==> src/rtl/game_dir_pkg.sv <==
// Shared heading types, keycodes and default player bindings for the game core.
package game_dir_pkg;

    // Heading encoding; a heading and its reverse differ only in bit 0.
    typedef enum logic [1:0] {
        DIR_LEFT  = 2'b00,
        DIR_RIGHT = 2'b01,
        DIR_DOWN  = 2'b10,
        DIR_UP    = 2'b11
    } dir_t;

    localparam logic [7:0] KEY_NONE = 8'h00;

    // WASD for player 0.
    localparam logic [7:0] KEY_A = 8'h04;
    localparam logic [7:0] KEY_D = 8'h07;
    localparam logic [7:0] KEY_S = 8'h16;
    localparam logic [7:0] KEY_W = 8'h1A;

    // Arrow keys for player 1.
    localparam logic [7:0] KEY_LEFT  = 8'h50;
    localparam logic [7:0] KEY_RIGHT = 8'h4F;
    localparam logic [7:0] KEY_DOWN  = 8'h51;
    localparam logic [7:0] KEY_UP    = 8'h52;

    // Indexed [player][direction encoding]. Players 2 and 3 are unbound:
    // a 0x00 entry can never match because 0x00 never raises a request.
    localparam logic [3:0][3:0][7:0] DEFAULT_KEYMAP = {
        {KEY_NONE, KEY_NONE, KEY_NONE,  KEY_NONE},
        {KEY_NONE, KEY_NONE, KEY_NONE,  KEY_NONE},
        {KEY_UP,   KEY_DOWN, KEY_RIGHT, KEY_LEFT},
        {KEY_W,    KEY_S,    KEY_D,     KEY_A}
    };

    // Indexed [player]: P0 Right, P1 Left, P2 Right, P3 Left.
    localparam logic [3:0][1:0] DEFAULT_INIT_DIR = {2'b00, 2'b01, 2'b00, 2'b01};

    function automatic dir_t opposite(input dir_t d);
        return dir_t'(d ^ 2'b01);
    endfunction

endpackage

==> src/rtl/dir_queue.sv <==
// Single-player circular turn FIFO with head and tail read ports.
module dir_queue
    import game_dir_pkg::*;
#(
    parameter int DEPTH = 4,
    localparam int AW = $clog2(DEPTH),
    localparam int CW = $clog2(DEPTH + 1)
) (
    input  logic          i_clk,
    input  logic          i_rst_n,
    input  logic          i_push,
    input  logic          i_pop,
    input  dir_t          i_data,
    output dir_t          o_head,
    output dir_t          o_tail,
    output logic [CW-1:0] o_count,
    output logic          o_empty,
    output logic          o_full
);

    dir_t          r_mem [DEPTH];
    logic [AW-1:0] r_rd_ptr;
    logic [AW-1:0] r_wr_ptr;
    logic [CW-1:0] r_count;
    logic          w_pop;
    logic          w_push;

    assign o_empty = (r_count == '0);
    assign o_full  = (r_count == CW'(DEPTH));
    // A full queue still takes a push when the head leaves in the same cycle;
    // the write lands in the slot being vacated, the old head is read first.
    assign w_pop   = i_pop && !o_empty;
    assign w_push  = i_push && (!o_full || w_pop);

    assign o_head  = r_mem[r_rd_ptr];
    assign o_tail  = r_mem[AW'(r_wr_ptr - AW'(1))];
    assign o_count = r_count;

    // Pointer and occupancy tracking; depth is a power of two so pointers wrap freely.
    always_ff @(posedge i_clk) begin
        if (!i_rst_n) begin
            r_rd_ptr <= '0;
            r_wr_ptr <= '0;
            r_count  <= '0;
        end else begin
            if (w_pop)  r_rd_ptr <= r_rd_ptr + AW'(1);
            if (w_push) r_wr_ptr <= r_wr_ptr + AW'(1);
            case ({w_push, w_pop})
                2'b10:   r_count <= r_count + CW'(1);
                2'b01:   r_count <= r_count - CW'(1);
                default: r_count <= r_count;
            endcase
        end
    end

    // Storage needs no reset: occupancy gates every read that matters.
    always_ff @(posedge i_clk) begin
        if (w_push) r_mem[r_wr_ptr] <= i_data;
    end

endmodule

==> src/rtl/direction_queue_ctrl.sv <==
// Keycode to per-player heading controller: new-press detect, keymap decode,
// duplicate/reversal filter, per-player turn queues and heading registers.
module direction_queue_ctrl
    import game_dir_pkg::*;
#(
    parameter int               NUM_PLAYERS = 2,
    parameter int               QUEUE_DEPTH = 4,
    parameter logic [3:0][3:0][7:0] KEYMAP  = DEFAULT_KEYMAP,
    parameter logic [3:0][1:0]  INIT_DIR    = DEFAULT_INIT_DIR,
    localparam int              CW          = $clog2(QUEUE_DEPTH + 1)
) (
    input  logic                            Clk,
    input  logic                            ClearA_LoadB_n,
    input  logic [7:0]                      keycode,
    input  logic                            move_tick,
    output logic [NUM_PLAYERS-1:0][1:0]     orientation,
    output logic [NUM_PLAYERS-1:0]          turned,
    output logic [NUM_PLAYERS-1:0][CW-1:0]  q_count,
    output logic [NUM_PLAYERS-1:0]          drop
);

    logic [7:0]             r_prev_key;
    logic                   w_new_key;
    logic [NUM_PLAYERS-1:0] w_hit;
    logic [NUM_PLAYERS-1:0] w_sel;

    assign w_new_key = (keycode != KEY_NONE) && (keycode != r_prev_key);
    // Keymap collisions resolve to the lowest player: isolate the lowest set hit bit.
    assign w_sel = w_hit & (~w_hit + NUM_PLAYERS'(1));

    // Previous keycode for new-press detection; holding a key yields one request.
    always_ff @(posedge Clk) begin
        if (!ClearA_LoadB_n) r_prev_key <= KEY_NONE;
        else                 r_prev_key <= keycode;
    end

    for (genvar p = 0; p < NUM_PLAYERS; p++) begin : g_player
        dir_t          w_dir;
        logic          w_match;
        dir_t          w_head;
        dir_t          w_tail;
        dir_t          w_ref;
        logic          w_empty;
        logic          w_full;
        logic          w_accept;
        logic          w_pop;
        logic          w_push;
        dir_t          r_orient;
        logic          r_turned;
        logic          r_drop;

        // Match the keycode against this player's four bindings.
        always_comb begin
            w_match = 1'b1;
            w_dir   = DIR_LEFT;
            if      (keycode == KEYMAP[p][0]) w_dir = DIR_LEFT;
            else if (keycode == KEYMAP[p][1]) w_dir = DIR_RIGHT;
            else if (keycode == KEYMAP[p][2]) w_dir = DIR_DOWN;
            else if (keycode == KEYMAP[p][3]) w_dir = DIR_UP;
            else                              w_match = 1'b0;
        end

        assign w_hit[p] = w_new_key && w_match;

        // The newest pending turn is the reference; with nothing queued, the live heading.
        assign w_ref    = w_empty ? r_orient : w_tail;
        assign w_accept = w_sel[p] && (w_dir != w_ref) && (w_dir != opposite(w_ref));
        assign w_pop    = move_tick && !w_empty;
        assign w_push   = w_accept && (!w_full || w_pop);

        dir_queue #(
            .DEPTH(QUEUE_DEPTH)
        ) u_queue (
            .i_clk   (Clk),
            .i_rst_n (ClearA_LoadB_n),
            .i_push  (w_push),
            .i_pop   (w_pop),
            .i_data  (w_dir),
            .o_head  (w_head),
            .o_tail  (w_tail),
            .o_count (q_count[p]),
            .o_empty (w_empty),
            .o_full  (w_full)
        );

        // Heading advances to the queue head on a tick; turned/drop are one-cycle pulses.
        always_ff @(posedge Clk) begin
            if (!ClearA_LoadB_n) begin
                r_orient <= dir_t'(INIT_DIR[p]);
                r_turned <= 1'b0;
                r_drop   <= 1'b0;
            end else begin
                r_turned <= w_pop;
                r_drop   <= w_accept && w_full && !w_pop;
                if (w_pop) r_orient <= w_head;
            end
        end

        assign orientation[p] = r_orient;
        assign turned[p]      = r_turned;
        assign drop[p]        = r_drop;
    end

endmodule

==> config.mk <==
export PLATFORM = sky130hd
export DESIGN_NAME = direction_queue_ctrl
export DESIGN_NICKNAME = d
export VERILOG_FILES = /design/src/rtl/game_dir_pkg.sv /design/src/rtl/dir_queue.sv /design/src/rtl/direction_queue_ctrl.sv
export SDC_FILE = /design/constraint.sdc
export NUM_CORES = 1
export LEC_CHECK = 0
export CAP_MARGIN = 40
export CORE_ASPECT_RATIO = 0.75
export CORE_UTILIZATION = 56
export CTS_BUF_LIST = sky130_fd_sc_hd__clkbuf_8 sky130_fd_sc_hd__clkbuf_16
export DETAILED_ROUTE_END_ITERATION = 8
export PLACE_DENSITY = 0.8
export SYNTH_ARGS = -nofsm -noshare
export SYNTH_HDL_FRONTEND = slang
export SYNTH_SLANG_ARGS = --single-unit
==> constraint.sdc <==
create_clock -name Clk -period 5.11 [get_ports Clk]
set_input_delay 1.533 -clock Clk [delete_from_list [all_inputs] [get_ports Clk]]
set_output_delay 1.533 -clock Clk [all_outputs]
set_load 0.01 [all_outputs]
Yosys cells after proc, flatten, opt, wreduce, memory -nomap -nowiden
Memory sizes are Yosys's and may differ from the RTL's. A register that Yosys moved wholly into a read port is not among the register bits.
Cells that the tools add are included.
{"block": "totals", "ramBits": 16, "elab_cells": 107, "ff_bits": 26, "out_inout_bits": 14, "memories": 2, "inputBits": 11}
{"name": "g_player[0].u_queue.r_mem", "words": 4, "width": 2, "read_ports": 2, "rd_ports_with_merged_regs": 1, "write_ports": 1, "line_no": "dir_queue.sv:21", "source": "dir_t r_mem [DEPTH];"}
{"name": "g_player[1].u_queue.r_mem", "words": 4, "width": 2, "read_ports": 2, "rd_ports_with_merged_regs": 1, "write_ports": 1, "line_no": "dir_queue.sv:21"}
{"block": "classes", "bitwise_logic": 4, "n_addsub": 11, "muxes": 24, "reduce_logical": 36, "eq_ne": 19}
{"op": "$eq 8x7->1 const B", "count": 4}
{"op": "$mux 2", "count": 10}
{"op": "$logic_and 1x1->1", "count": 19}
{"op": "$eq 8x3->1 const B", "count": 2}
{"op": "$eq 8x5->1 const B", "count": 2}
{"op": "$mux 1", "count": 12}
{"op": "$pmux 3 s2", "count": 2}
{"op": "$add 2x1->2 const B", "count": 5}
{"op": "$logic_not 1->1", "count": 8}
{"op": "$ne 2x2->1", "count": 4}
{"op": "$ne 8x8->1", "count": 1}
{"op": "$reduce_bool 8->1", "count": 1}
{"op": "$add 3x1->3 const B", "count": 2}
{"op": "$eq 3x3->1 const B", "count": 2}
{"op": "$logic_not 3->1", "count": 2}
{"op": "$sub 3x1->3 const B", "count": 2}
{"op": "$eq 2x1->1 const B", "count": 2}
{"op": "$eq 2x2->1 const B", "count": 2}
{"op": "$logic_or 1x1->1", "count": 4}
{"op": "$reduce_bool 2->1", "count": 2}
{"op": "$sub 2x1->2 const B", "count": 2}
{"op": "$and 2x2->2", "count": 1}
{"op": "$not 1->1", "count": 2}
{"op": "$not 2->2", "count": 1}

Logic depth before layout (Yosys ltp)
Gate-level depths: netlist of run 1.
{"block": "depth", "depth_word": 15, "mapped_depth": 13, "ltp_nobuf": 13}

Cells and area by module
A second synthesis of run 1 with hierarchy kept.
{"block": "hier_totals", "hier_cells": 228, "area_unflattened_um2": 2590.0}
{"module": "dir_queue", "seq_area_each_um2": 420.4, "cells_per_inst": 66, "area_each_um2": 825.8, "n_inst": 2}
{"module": "direction_queue_ctrl", "seq_area_each_um2": 320.3, "cells_per_inst": 96, "area_each_um2": 938.4, "n_inst": 1}

Worst setup path after synthesis of run 1
OpenSTA, ideal clock, no wires.
{"block": "synth_path", "path_type": "input to register", "startpoint": "input keycode[1]", "endpoint": "register g_player[0].u_queue.r_count[2]", "path_slack_ps": 941, "n_path_buf": 1, "t_arrival_ps": 4094, "stages": 12, "path_cell_list": "buf_4 -> or4b_4 -> nor4b_4 -> mux2i_2 -> a2111oi_4 -> inv_1 -> ha_1 -> inv_1 -> fa_1 -> xor2_1 -> or3_1 -> a21boi_0"}
{"block": "synth_between", "word_cells_on_any_way": 29}
{"element": "from (decl)", "line_no": "direction_queue_ctrl.sv:14", "source": "input logic [7:0] keycode,"}
{"element": "$eq 8x5->1", "line_no": "direction_queue_ctrl.sv:59", "source": "else if (keycode == KEYMAP[p][3]) w_dir = DIR_UP;"}
{"element": "$mux 2", "line_no": "direction_queue_ctrl.sv:59"}
{"element": "$mux 2", "line_no": "direction_queue_ctrl.sv:58", "source": "else if (keycode == KEYMAP[p][2]) w_dir = DIR_DOWN;"}
{"element": "$mux 2", "line_no": "direction_queue_ctrl.sv:57", "source": "else if (keycode == KEYMAP[p][1]) w_dir = DIR_RIGHT;"}
{"element": "$mux 2 (*)", "line_no": "direction_queue_ctrl.sv:56", "source": "if (keycode == KEYMAP[p][0]) w_dir = DIR_LEFT;"}
{"element": "named net g_player[0].u_queue.i_data[1]", "line_no": "dir_queue.sv:13", "source": "input dir_t i_data,"}
{"element": "$ne 2x2->1", "line_no": "direction_queue_ctrl.sv:67", "source": "assign w_accept = w_sel[p] && (w_dir != w_ref) && (w_dir != opposite(w_ref));"}
{"element": "$logic_and 1x1->1", "line_no": "direction_queue_ctrl.sv:67"}
{"element": "$logic_and 1x1->1 (*)", "line_no": "direction_queue_ctrl.sv:67"}
{"element": "$logic_and 1x1->1 (*)", "line_no": "direction_queue_ctrl.sv:69", "source": "assign w_push = w_accept && (!w_full || w_pop);"}
{"element": "$logic_and 1x1->1 (*)", "line_no": "dir_queue.sv:33", "source": "assign w_push = i_push && (!o_full || w_pop);"}
{"element": "$eq 2x1->1 or $eq 2x2->1 (tied branches)", "line_no": "dir_queue.sv:48", "source": "case ({w_push, w_pop})"}
{"element": "$pmux 3 s2 or $reduce_bool 2->1 (tied branches)"}
{"element": "to (signal assigned)", "line_no": "dir_queue.sv:49", "source": "2'b10: r_count <= r_count + CW'(1);"}
{"element": "to (signal assigned)", "line_no": "dir_queue.sv:50", "source": "2'b01: r_count <= r_count - CW'(1);"}
{"element": "to (signal assigned)", "line_no": "dir_queue.sv:51", "source": "default: r_count <= r_count;"}
{"element": "to (decl)", "line_no": "dir_queue.sv:24", "source": "logic [CW-1:0] r_count;"}
Mark *: on every way through the listed nets, which the timed path passes. The rest lies on a longest branch.
A chain may end at the register's enable or synchronous reset.

Worst setup path in the final report of run 1
Ends and elaborated chain as after synthesis.

==> metrics.md, run 1 <==
| Metric | Value |
|---|---|
| Status | completed |
| Avg Inst Size Synth | between 10 and 15 sq um |
| Fmax | 225 MHz |
| Drt wl/cell | 13.0 um |
| Worst r2r src | g_player[1].u_queue.r_wr_ptr[0]$_SDFFE_PN0P_ |
| Hold_buf cts | 0 |
| Skew final | about 2.2 ps |
| Mapped Cells | 209 |
| Number of diodes | 0 |
| Largest area contributor in the netlist | dfxtp_1 |
| Crit share post-route | 0.871 |
| Longest Clk Path Bufs | 2 |
| # DRC | 0 |
| Async SR Flop Fraction | 0 |
| Starting Density | 0.582 |
| CP arrival | 4690 ps |
| Root Buffer | clkbuf_8 |
| Finished Layout Cells | slightly below 300 |
| Clock slew at reported path FFs | approximately 80 ps |
| Min-Delay Path Class | flip-flop to flip-flop |
| RSZ-0062 raised after global routing | no |
| First-pass GRT wire length | 6420 um |
| Vias in the first global route | around 1300 |
| Final ANT Viol Nets | 0 |
| Vias | 1493 |
| Register area | between 1000 and 1500 sq um |
| Antenna violations before repair | 0 |
| Hold-critical path depth | 2 |
| Cell Area, Synth | 2360 sq um |
| Worst setup SP type | input port |
| Reg2reg end | g_player[1].u_queue.o_count[2]$_SDFFE_PN0P_ |
| Seq cells post-synth | 46 |
| Power Density | approximately 240 nW/um^2 |
| Latest clock arrival within the worst-skew pair | 300 ps |
| Share of the synthesized area in the top cell type | 0.255 |
| Crit-path max cell delay | 620 ps |
| Clock Sinks | between 40 and 50 |
| Row Count | 20 |
| Area Growth Syn to Fin | 16.4% |
| Congestion Overflow GR | 0 |
| Sequential share of the synthesized area | 0.458 |
| Layout cells sized above 1 | 0.123 |
| DRT Pass-1 Iters | 5 |
| Req. time, crit path | 5350 ps |
| Final min period | 4450 ps |
| Total GRT Usage | 0.191 |
| CP max FO | 8 |
| Post_cts resized | 0 |
| Die Height | between 50 and 60 um |
| Number of instances in the placed design | 283 |
| Iter 0 DRT Violations | 65 |
| Nets | 258 |
| GPL Wtd Cong | 0.732 |
| Final hold vios | 0 |
| Most used DFF post-synth | dfxtp_1 |
| Min-delay src | g_player[0].r_orient[0]$_SDFFE_PN1P_ |
| Mapped Nets | between 200 and 250 |
| Number of different library cells in the post-synthesis netlist | 36 |
| Dpl hpwl | 2830 um |
| IO Pins | 25 |
| Peak supply drop | between 0.00015 and 0.0002 V |
| Area of the multi-input gates | 1130 sq um |
| IO buf count | 24 |
| Critical path's most frequent cell | inv_1 |
| R2R setup slack | about 1900 ps |
| Post-synth EDFFs | 16 |
| Vias per inst | between 5 and 6 |
| Max Cap Viol | 0 |
| Max_slew headroom | 0.501 |
| Syn. warnings | 0 |
| Setup_tns | 0 ps |
| Die area | approximately 4500 sq um |
| CTS buffer count | 5 |
| CP cell instances | clkdlybuf4s50_1, or4b_4, nor4b_4, mux2i_2, a2111oi_4, inv_1, ha_1, inv_1, fa_1, xor2_1, or3_1, a21boi_0 |
| Core area | between 4000 and 5000 sq um |
| Die Width | 76.9 um |
| Leak | 0.952 nW |
| Reg2reg path depth | 14 |
| CTS H-tree lvls | 2 |
| Hold endpoint | g_player[0].r_orient[0]$_SDFFE_PN1P_ |
| Post-CTS Setup Repair Bufs | 0 |
| Final setup viols | 0 |
| Crit Path Class | input port to flip-flop |
| Slowest CP cell | clkdlybuf4s50_1 |
| TritonCTS clock tree | done |
| Total Wirelength | 3780 um |
| Synth area leaders | dfxtp_1 (25%), edfxtp_1 (20%), and2_1 (6.1%) |
| Fin. max-slew vios | 0 |
| Filler instances | 312 |
| Largest net degree at the start of global routing | 23 |
| CP endpoint kind | flip-flop |
| Worst-Margin Slew | 737 ps |
==> routing by layer <==
layer  routed length, um  share of wire  global-route usage  vias up
li1                    -              -                   -      758
met1                1890           0.50               0.270      694
met2                1670           0.44               0.278       33
met3                 156          0.041              0.0488        8
met4                  65          0.017              0.0852        0
met5                   0              0                   0        -
==> stage by stage <==
step                      area (sq um)  hold WS [ps]  total power [mW]  worst slack, ps   util
after global routing              2750           521             0.684              438  0.677
after CTS                         2750           493             0.666              649  0.677
after detailed placement          2650           459             0.435              337  0.654
after floorplan                   2360           468             0.418              941      -
after global placement            2640           461             0.433              433  0.650
final                             2750           493             0.660              657  0.677
==> power breakdown <==
| group | internal (mW) | total (mW) | switching [mW] |
|---|---|---|---|
| Sequential | 0.380 | 0.382 | 0.00218 |
| Combinational | 0.0237 | 0.0447 | 0.0210 |
| Clock | 0.109 | 0.234 | 0.125 |
==> flip-flops by register name (all words and copies together) (netlist names) <==
register / flops
g_player.r_drop: 2
g_player.r_orient: 4
g_player.r_turned: 2
g_player.u_queue.o_count: 6
g_player.u_queue.r_mem: 16
g_player.u_queue.r_rd_ptr: 4
g_player.u_queue.r_wr_ptr: 4
r_prev_key: 8
==> how the worst max path moves through the flow <==
stage          cells past startpoint                                     endpoint       start
5_1_grt                           12  g_player[0].u_queue.o_count[2]$_SDFFE_PN0P_  keycode[1]
3_3_place_gp                      12  g_player[0].u_queue.o_count[2]$_SDFFE_PN0P_  keycode[1]
2_1_floorplan                     12  g_player[0].u_queue.o_count[2]$_SDFFE_PN0P_  keycode[1]
4_1_cts                           12  g_player[0].u_queue.o_count[2]$_SDFFE_PN0P_  keycode[1]
3_5_place_dp                      12  g_player[0].u_queue.o_count[2]$_SDFFE_PN0P_  keycode[1]
6_report                          12  g_player[0].u_queue.o_count[2]$_SDFFE_PN0P_  keycode[1]
==> final cells by class <==
cell class,instances,share of cell area
Clock buffer,6,0.0301
Clock inverter,2,0.00410
Inverter,15,0.0205
Multi-Input combinational cell,134,0.412
Sequential cell,46,0.394
Tap cell,55,0.0251
Timing Repair Buffer,33,0.115
==> critical path, delay by kind of cell <==
family,cells,cell delay [ps]
AOI/OAI and AO/OA,2,510
xor gates and xnor gates,1,70
adders and majority gates,2,390
and+or+nand+nor,3,1240
muxes,1,160
buffers and inverters,3,770
==> logic make-up (layout without fill, tap and decap cells) <==
| family | after synthesis | after routing | share of synthesized area |
|---|---|---|---|
| adder cells (fa/ha/maj) | 12 | 12 | 0.0700 |
| buffers and inverters | 29 | 56 | 0.0626 |
| XOR/XNOR | 19 | 19 | 0.0706 |
| AO/OA/AOI/OAI | 14 | 14 | 0.0440 |
| flip-flops | 46 | 46 | 0.458 |
| AND/OR/NAND/NOR | 72 | 72 | 0.189 |
| multiplexers | 17 | 17 | 0.106 |
==> placed cells by master, fill, tap and decap left out, types with 2 or more instances in the layout <==
master / instances
xnor2_1: 15
inv_1: 15
nor2b_1: 7
clkbuf_8: 6
xor2_1: 4
and3_1: 2
nor2_1: 4
clkdlybuf4s50_1: 24
nor4b_1: 4
dfxtp_1: 30
mux4_2: 6
edfxtp_1: 16
buf_4: 8
a21boi_0: 3
o21ai_0: 7
nand4_1: 2
ha_1: 10
nand2_1: 15
fa_1: 2
nor4_1: 2
nor3b_1: 2
or3_1: 2
and2_1: 23
mux2i_1: 10
nor3_1: 4
==> cell usage after synthesis, types with 2 or more instances <==
cell type,instances
inv_1,15
and2_1,23
nor4b_1,4
buf_4,7
nor2_1,4
fa_1,2
edfxtp_1,16
mux2i_1,10
o21ai_0,7
and3_1,2
xnor2_1,15
buf_2,2
a21boi_0,3
or3_1,2
dfxtp_1,30
nand2_1,15
clkbuf_1,4
mux4_2,6
nor3_1,4
nand4_1,2
ha_1,10
xor2_1,4
nor4_1,2
nor2b_1,7
nor3b_1,2
Note: power is estimated with default switching activity, not from simulation.
==> inputs of run 2 (changes only) <==
--- a/config.mk
+++ b/config.mk
@@ -10,7 +10,7 @@
 export CORE_UTILIZATION = 56
 export CTS_BUF_LIST = sky130_fd_sc_hd__clkbuf_8 sky130_fd_sc_hd__clkbuf_16
 export DETAILED_ROUTE_END_ITERATION = 8
-export PLACE_DENSITY = 0.8
+export PLACE_DENSITY = 0.79
 export SYNTH_ARGS = -nofsm -noshare
 export SYNTH_HDL_FRONTEND = slang
 export SYNTH_SLANG_ARGS = --single-unit
==> run 2 against run 1 <==
Effect of this change: flip-flop and latch count unchanged; clock power fell by 4%; first-iteration DRC count fell by 40%.
==> metrics.md, run 2 (same netlist as run 1, synthesis figures left out) <==
| Metric | Value |
|---|---|
| Largest reg by FF count | g_player.u_queue.r_mem |
| Finished Layout Cells | 290 (-0.34%) |
| CP endpoint kind | flip-flop |
| Skew final | 7.06 ps (+4.81 ps) |
| Layout cells sized above 1 | 0.111 (-0.0122) |
| Vias in the first global route | 1434 (+9.0%) |
| Most common cell after layout, fill and taps aside | dfxtp_1 |
| CTS H-tree lvls | 2 (unchanged) |
| Area Growth Syn to Fin | 15.9% |
| Core area | 4050 sq um (unchanged) |
| Worst r2r src | g_player[1].u_queue.r_wr_ptr[0]$_SDFFE_PN0P_ |
| Switching share of power | 0.215 (-0.00841) |
| Congestion Overflow GR | 0 (unchanged) |
| Combinational power share | 0.067 (about the same) |
| Crit. Startpoint | keycode[3] |
| Dpl hpwl | 2970 um (+5.1%) |
| CTS buffer count | 5 (unchanged) |
| IO buf count | 24 (unchanged) |
| Largest net degree at the start of global routing | 23 (unchanged) |
| TritonCTS clock tree | done |
| Number of instances in the placed design | 282 (-0.35%) |
| Setup_tns | 0 ps (unchanged) |
| RSZ-0062 raised after global routing | no |
| Final min period | 4490 ps (+33.8 ps) |
| # DRC | 0 (unchanged) |
| Die area | 4480 sq um (unchanged) |
| Min-delay src | g_player[0].u_queue.r_wr_ptr[1]$_SDFFE_PN0P_ |
| Die Width | 76.9 um (unchanged) |
| Sequential group share of total power | 0.588 (+0.010) |
| Longest Clk Path Bufs | 2 (unchanged) |
| Switching pwr | 0.140 mW (-5.4%) |
| Row Count | 20 (unchanged) |
| Starting Density | 0.582 (unchanged) |
| Final setup viols | 0 (unchanged) |
| Latest clock arrival within the worst-skew pair | 300 ps (about the same) |
| Peak supply drop | 0.000223 V (+18%) |
| Post_cts resized | 0 (unchanged) |
| Power Density | 237 nW/um^2 (-1.3%) |
| Max reg flops | 16 (unchanged) |
| Max Cap Viol | 0 (unchanged) |
| Nets | 257 (-0.39%) |
| Min-Delay Path Class | flip-flop to flip-flop |
| Number of diodes | 0 (unchanged) |
| Final Worst Setup Slack | 623 ps (-33.8 ps) |
| Layout Utilization | 0.674 (-0.00278) |
| Clock Sinks | 46 (unchanged) |
| IO Pins | 25 (unchanged) |
| Hold_buf cts | 0 (unchanged) |
| Fin. max-slew vios | 0 (unchanged) |
| Place WS | 324 ps (-12.7 ps) |
| Leak | 0.950 nW (-0.26%) |
| Clk pwr share | 0.344 (-0.010) |
| Total Wirelength | 3880 um (+2.6%) |
| Req. time, crit path | 5340 ps (about the same) |
| Crit share post-route | 0.878 (+0.00662) |
| CP max FO | 8 (unchanged) |
| Status | completed |
| Commonest cells after routing, fill and taps aside | dfxtp_1 (30), clkdlybuf4s50_1 (24), and2_1 (23) |
| Internal power | 0.509 mW (-0.64%) |
| DRT Pass-1 Iters | 4 (-1) |
| Clock slew at reported path FFs | 90 ps (about the same) |
| Iter 0 DRT Violations | 39 (-40%) |
| Vias per inst | 5.14 (+0.28%) |
| Placed cell area | 2640 sq um (-0.28%) |
| Max_slew headroom | 0.485 (-0.0168) |
| Post-route cell area | 2730 sq um (-0.41%) |
| Vias | 1492 (-0.067%) |
| Final hold vios | 0 (unchanged) |
| Post-CTS Setup Repair Bufs | 0 (unchanged) |
| Crit Path Class | input port to flip-flop |
| Root Buffer | clkbuf_8 |
| Antenna violations before repair | 0 (unchanged) |
| Total GRT Usage | 0.197 (+0.00643) |
| Worst setup SP type | input port |
| Fmax | 223 MHz (-0.75%) |
| CP arrival | 4720 ps (+30 ps) |
| Hold_ws | 508 ps (+15.4 ps) |
| Final ANT Viol Nets | 0 (unchanged) |
| Final Total Pwr | 0.649 mW (-1.7%) |
| First-pass GRT wire length | 6710 um (+4.5%) |
| Drt wl/cell | 13.4 um (+2.9%) |
| Die Height | 58.2 um (unchanged) |
| Worst-Margin Slew | 762 ps (+24.8 ps) |
| GPL Wtd Cong | 0.730 (-0.31%) |
-- run 2: cell count changes in the layout (fill, tap and decap cells not counted), sizes merged --
| cell | previous run | this run |
|---|---|---|
| clkinv | 1 | 0 |
| inv | 16 | 17 |
| buf | 9 | 8 |
-- run 2: final timing paths --
kind,end,slack (ps),cells after the start
worst max-delay path,g_player[1].u_queue.o_count[2]$_SDFFE_PN0P_,620,13
worst min-delay path,g_player[0].u_queue.r_wr_ptr[1]$_SDFFE_PN0P_,510,2
worst max register to register,g_player[1].u_queue.o_count[2]$_SDFFE_PN0P_,1860,14
worst min register to register,g_player[0].u_queue.r_wr_ptr[1]$_SDFFE_PN0P_,510,2
-- run 2: layer usage --
| layer | up-vias | track usage | part of all wire |
|---|---|---|---|
| met5 | - | 0 | 0 |
| met4 | 0 | 0.0742 | 0.013 |
| met3 | 5 | 0.0520 | 0.033 |
| met2 | 31 | 0.306 | 0.43 |
| met1 | 700 | 0.268 | 0.52 |
| li1 | 756 | - | - |
-- run 2: final cells by class --
cell class	count	area, sq um
timing repair buffer	32	308
inverter	15	56.3
sequential	46	1080
fill	337	1320
multi-input combinational	134	1130
clock buffer	6	82.6
tap	55	68.8
clock inverter	2	7.51
-- run 2: critical path, stage by stage --
cell and delay (ps):
clkdlybuf4s50_1 570, nor3b_1 470, and3_1 360, xor2_1 210, nor3_1 80, buf_4 160, inv_1 90, ha_1 190
inv_1 70, fa_1 370, xor2_1 160, or3_1 300, a21boi_0 150
-- run 2: power by group through the flow --
stage | registers, mW | clock network, mW | logic [mW]
finish | 0.382 | 0.224 | 0.0437
floorplan | 0.390 | 0 | 0.0280
detailed placement | 0.391 | 0 | 0.0439
global placement | 0.390 | 0 | 0.0422
CTS | 0.382 | 0.229 | 0.0442
global route | 0.382 | 0.241 | 0.0484
